$ cat config.mk
export PLATFORM = sky130hd
export DESIGN_NAME = mux2_sel_unit
export DESIGN_NICKNAME = d
export VERILOG_FILES = /design/src/rtl/riscv_pkg.sv /design/src/rtl/mux2_sel_unit.sv
export SDC_FILE = /design/constraint.sdc
export NUM_CORES = 1
export LEC_CHECK = 0
export ABC_CLOCK_PERIOD_IN_PS = 2200
export CORE_MARGIN = 1.5
export CORE_UTILIZATION = 32
export DETAILED_ROUTE_END_ITERATION = 16
export PLACE_DENSITY = 0.95
export SYNTH_ARGS = -nofsm -noshare
export SYNTH_HDL_FRONTEND = slang
export SYNTH_SLANG_ARGS = --single-unit
$ cat constraint.sdc
create_clock -name clk -period 2.2 [get_ports clk]
set_input_delay 0.44 -clock clk [delete_from_list [all_inputs] [get_ports clk]]
set_output_delay 0.44 -clock clk [all_outputs]
set_load 0.005 [all_outputs]
$ cat src/rtl/riscv_pkg.sv
// Shared datapath constants for the RISC-V core blocks and their unit benches.
// Holds the machine word width and the defaults used by the selector and clock source.
package riscv_pkg;

    localparam int          XLEN                = 32;
    localparam logic [31:0] DEF_RESET_VALUE     = 32'h0000_0000;
    localparam int          DEF_CLK_HALF_PERIOD = 5;

    typedef logic [XLEN-1:0] word_t;

endpackage

$ cat src/rtl/mux2_sel_unit.sv
// Word-wide 2:1 selector for operand / PC-source / writeback selection.
// Gives a zero-latency result plus a registered copy and a select-change pulse.
module mux2_sel_unit
    import riscv_pkg::*;
#(
    parameter int               WIDTH       = XLEN,
    parameter logic [WIDTH-1:0] RESET_VALUE = WIDTH'(DEF_RESET_VALUE)
) (
    input  logic             clk,
    input  logic             rst_n,
    input  logic [WIDTH-1:0] A,
    input  logic [WIDTH-1:0] B,
    input  logic             selection,
    output logic [WIDTH-1:0] out,
    output logic [WIDTH-1:0] out_q,
    output logic             sel_q,
    output logic             sel_changed
);

    logic [WIDTH-1:0] out_d;
    logic             sel_d;
    logic             sel_changed_d;
    logic             sel_changed_q;

    // Plain ternary so an unknown select merges A/B bitwise instead of defaulting to A.
    assign out = selection ? B : A;

    always_comb begin
        out_d         = out;
        sel_d         = selection;
        sel_changed_d = (selection != sel_q);
    end

    always_ff @(posedge clk or negedge rst_n) begin
        if (!rst_n) begin
            out_q         <= RESET_VALUE;
            sel_q         <= 1'b0;
            sel_changed_q <= 1'b0;
        end else begin
            out_q         <= out_d;
            sel_q         <= sel_d;
            sel_changed_q <= sel_changed_d;
        end
    end

    assign sel_changed = sel_changed_q;

endmodule

# [After elaboration in Yosys (flattened, before gate mapping)]
# Index checks and enable logic that the tools add are counted.
[word_totals] out_inout_bits=66 word_cells=5 in_bits=67 ff_bits=34
[op_classes] eq_ne=1 mux=1
[ops] cell="2-to-1 mux 32 bit" count=1
[ops] cell="inequality test 1 bit" count=1

# [Longest topological paths before layout]
[logic_depth] depth_word=1 depth_mapped=3 depth_no_buf=1

# [Worst setup path after synthesis]
# Ideal clock, no wire load.
[synth_timing] kind="in2out" startpoint="in selection" endpoint="out out[0]" path_buffers=2 stages=3 path_slack_ns=0.756 arrival_time_ns=1.004 cell_sequence="buf_6 -> buf_12 -> mux2_4"
[synth_via] elab_chain_cells=1
[synth_lines] item="start, declared" line="mux2_sel_unit.sv:13" text="input logic selection,"
[synth_lines] item="2-to-1 mux 32 bit" line="mux2_sel_unit.sv:26" text="assign out = selection ? B : A;"
[synth_lines] item="end, declared" line="mux2_sel_unit.sv:14" text="output logic [WIDTH-1:0] out,"
# Every way passes these cells.

# [Worst setup path after layout]
[layout_timing] startpoint="in A[10]" endpoint="out out[10]"
[layout_via] elab_chain_cells=1
[layout_lines] item="start, declared" line="mux2_sel_unit.sv:11" text="input logic [WIDTH-1:0] A,"
[layout_lines] item="2-to-1 mux 32 bit" line="mux2_sel_unit.sv:26"
# Every way passes these cells.

==> results.yml <==
outcome:
  outcome: "finished, final reports clean"
floorplan:
  num_rows: 23
  fp.dieArea_um2: 4780
  start_util_pct: 34.0
  die_h_um: 69.1
  core_area_um2: 4120
  pin_count: 133
  die_w_um: 69.1
critical_path:
  rr_endpoint: "sel_changed"
  endpoint: "out[10]"
  r2r-start: "sel_q"
  crit_arrival_ns: 1.60
  cp-startpoint: "A[10]"
  critPathKind: "input pin to primary output"
  reg2reg_depth: 1
  cp-end-kind: "primary output"
  start_kind: "input pin"
  cp.required_ns: 1.76
  cp_max_fo: 2
  rrSetupSlack_ns: 1.55
final_layout:
  nFillCells: 286
  n_antenna_cell: 0
  area_delta_synth_final_pct: 102
  nets: 275
  final_area_um2: 2830
  instances_no_fill: 259
  post_route_cells_drive_above_1_share_pct: 20.6
  regArea_um2: 851
  multi_input_area_um2: 478
route:
  drt_iter0_markers: 33
  dr_total_vias: 1133
  wl_um: 3960
  viasPerCell: 4.37
  wl_per_cell_um: 15.3
  dr.pass1.iters: 4
  drc: 0
  ant_nets: 0
grt:
  antenna_found_initial: 0
  grt_pass1_wl_um: 6310
  grt-ovfl-total: 0
  grt_max_degree: 35
  track_usage_pct: 17.1
  grt_pass1_vias: 1221
placement:
  gp_congestion: 0.741
  port_buffers: 132
  place_area_um2: 2740
  dp_cells: 251
  dp_hpwl_um: 3230
min_path:
  hold_path.class: "input pin to asynchronous set/reset pin"
logic_synthesis:
  synth_fp_nets: 138
  syn-instance-count: 71
  yosys_warnings: 0
  ys_ff_latch: 34
  avgSynthCellArea_um2: 19.7
  syn_area_um2: 1400
  ys_seq_area_share_pct: 60.8
  ys_types: 6
clocking:
  cts-root-buf: "clkbuf_8"
  cts_resized: 0
  cts_sinks: 34
  cts.htree.levels: 2
  cts_buffer_depth: 2
  clk_latency_ns: 0.28
  ctsHoldBuffers: 0
  cts_tree: "built"
  clk_pin_slew_ns: 0.07
  cts_setup_buffers: 0
  numCtsBuffers: 5
sta:
  relSlewSlack_pct: 50.1
  tns_ns: 0
  fin_worst_skew_ns: 0.000967
  fmax_mhz: 490
  final-setup-viol-count: 0
  hold_violations: 0
  drv_slew: 0
  rsz0062_at_grt: "false"
  period_share_pct: 92.8
  period_needed_ns: 2.04
  timing.hold.ws_ns: 0.227
  worstMarginPinSlew_ns: 0.749
power:
  peakVddDrop_uv: 301
  power_leakage_uw: 0.00123
  pwr_density_cell_nw_per_um2: 562
  power_uw: 1590
flow_run:
  max_cap_violations: 0
==> metrics by stage <==
stage	setup WS (ns)	utilization [%]
6_report	0.157	68.9
5_1_grt	0.125	68.9
4_1_cts	0.147	68.9
3_5_place_dp	0.147	66.6
3_3_place_gp	0.184	66.6
2_1_floorplan	0.756	-
==> worst min path at each step <==
stage | end | slack, ns | cells past startpoint
CTS | out_q[6] | 0.25 | 1
finish | out_q[6] | 0.23 | 1
floorplan | out_q[0] | 0.14 | 0
detailed placement | sel_changed | 0.47 | 1
global placement | sel_changed | 0.44 | 1
global route | out_q[18] | 0.29 | 1
==> flip-flops by register name (all words and copies together) (netlist names) <==
signal and flops:
sel_q 1, out_q 32, sel_changed 1
==> area by class of cell <==
cell class / count / share of cell area [%]
repair buffers: 134 / 47.7
flip-flops and latches: 34 / 30.0
multi-input cells: 33 / 16.9
clock buffers: 7 / 3.05
well taps: 50 / 2.21
clock inverters: 1 / 0.177
==> cells in the mapped netlist (all sizes together) <==
library cell	instances	share of area, %
dfrtp	34	61
mux2	32	34
buf	4	5.1
xor2	1	0.63
==> routing by layer <==
layer / GRT usage, % / wire length, um
met4: 7.63 / 87
met5: 0 / 0
met1: 16.9 / 1310
met2: 31.9 / 2250
met3: 5.85 / 317
==> layout by cell type (no fill, tap or decap) <==
cell type | netlist | final
dfrtp_1 | 34 | 34
xor2_1 | 1 | 1
mux2_2 | 3 | 3
buf_12 | 3 | 2
mux2_4 | 29 | 29
clkinv_2 | 0 | 1
clkbuf_8 | 0 | 6
clkbuf_1 | 0 | 1
buf_2 | 0 | 2
clkdlybuf4s50_1 | 0 | 130
==> logic make-up after synthesis <==
family | after synthesis | synth area share (%)
xor gates and xnor gates | 1 | 0.626
DFF | 34 | 60.8
buffers and inverters | 4 | 5.09
muxes | 32 | 33.5
==> worst max-delay path: stages <==
cell and delay (ns):
clkdlybuf4s50_1 0.42, mux2_4 0.28, clkdlybuf4s50_1 0.46
==> where the power goes <==
part | switching (uW) | internal, uW | total [uW]
clock network | 208 | 252 | 460
registers | 14.2 | 672 | 687
logic | 119 | 326 | 445
total | 341 | 1250 | 1590
Power figures use the tool's default switching activity.
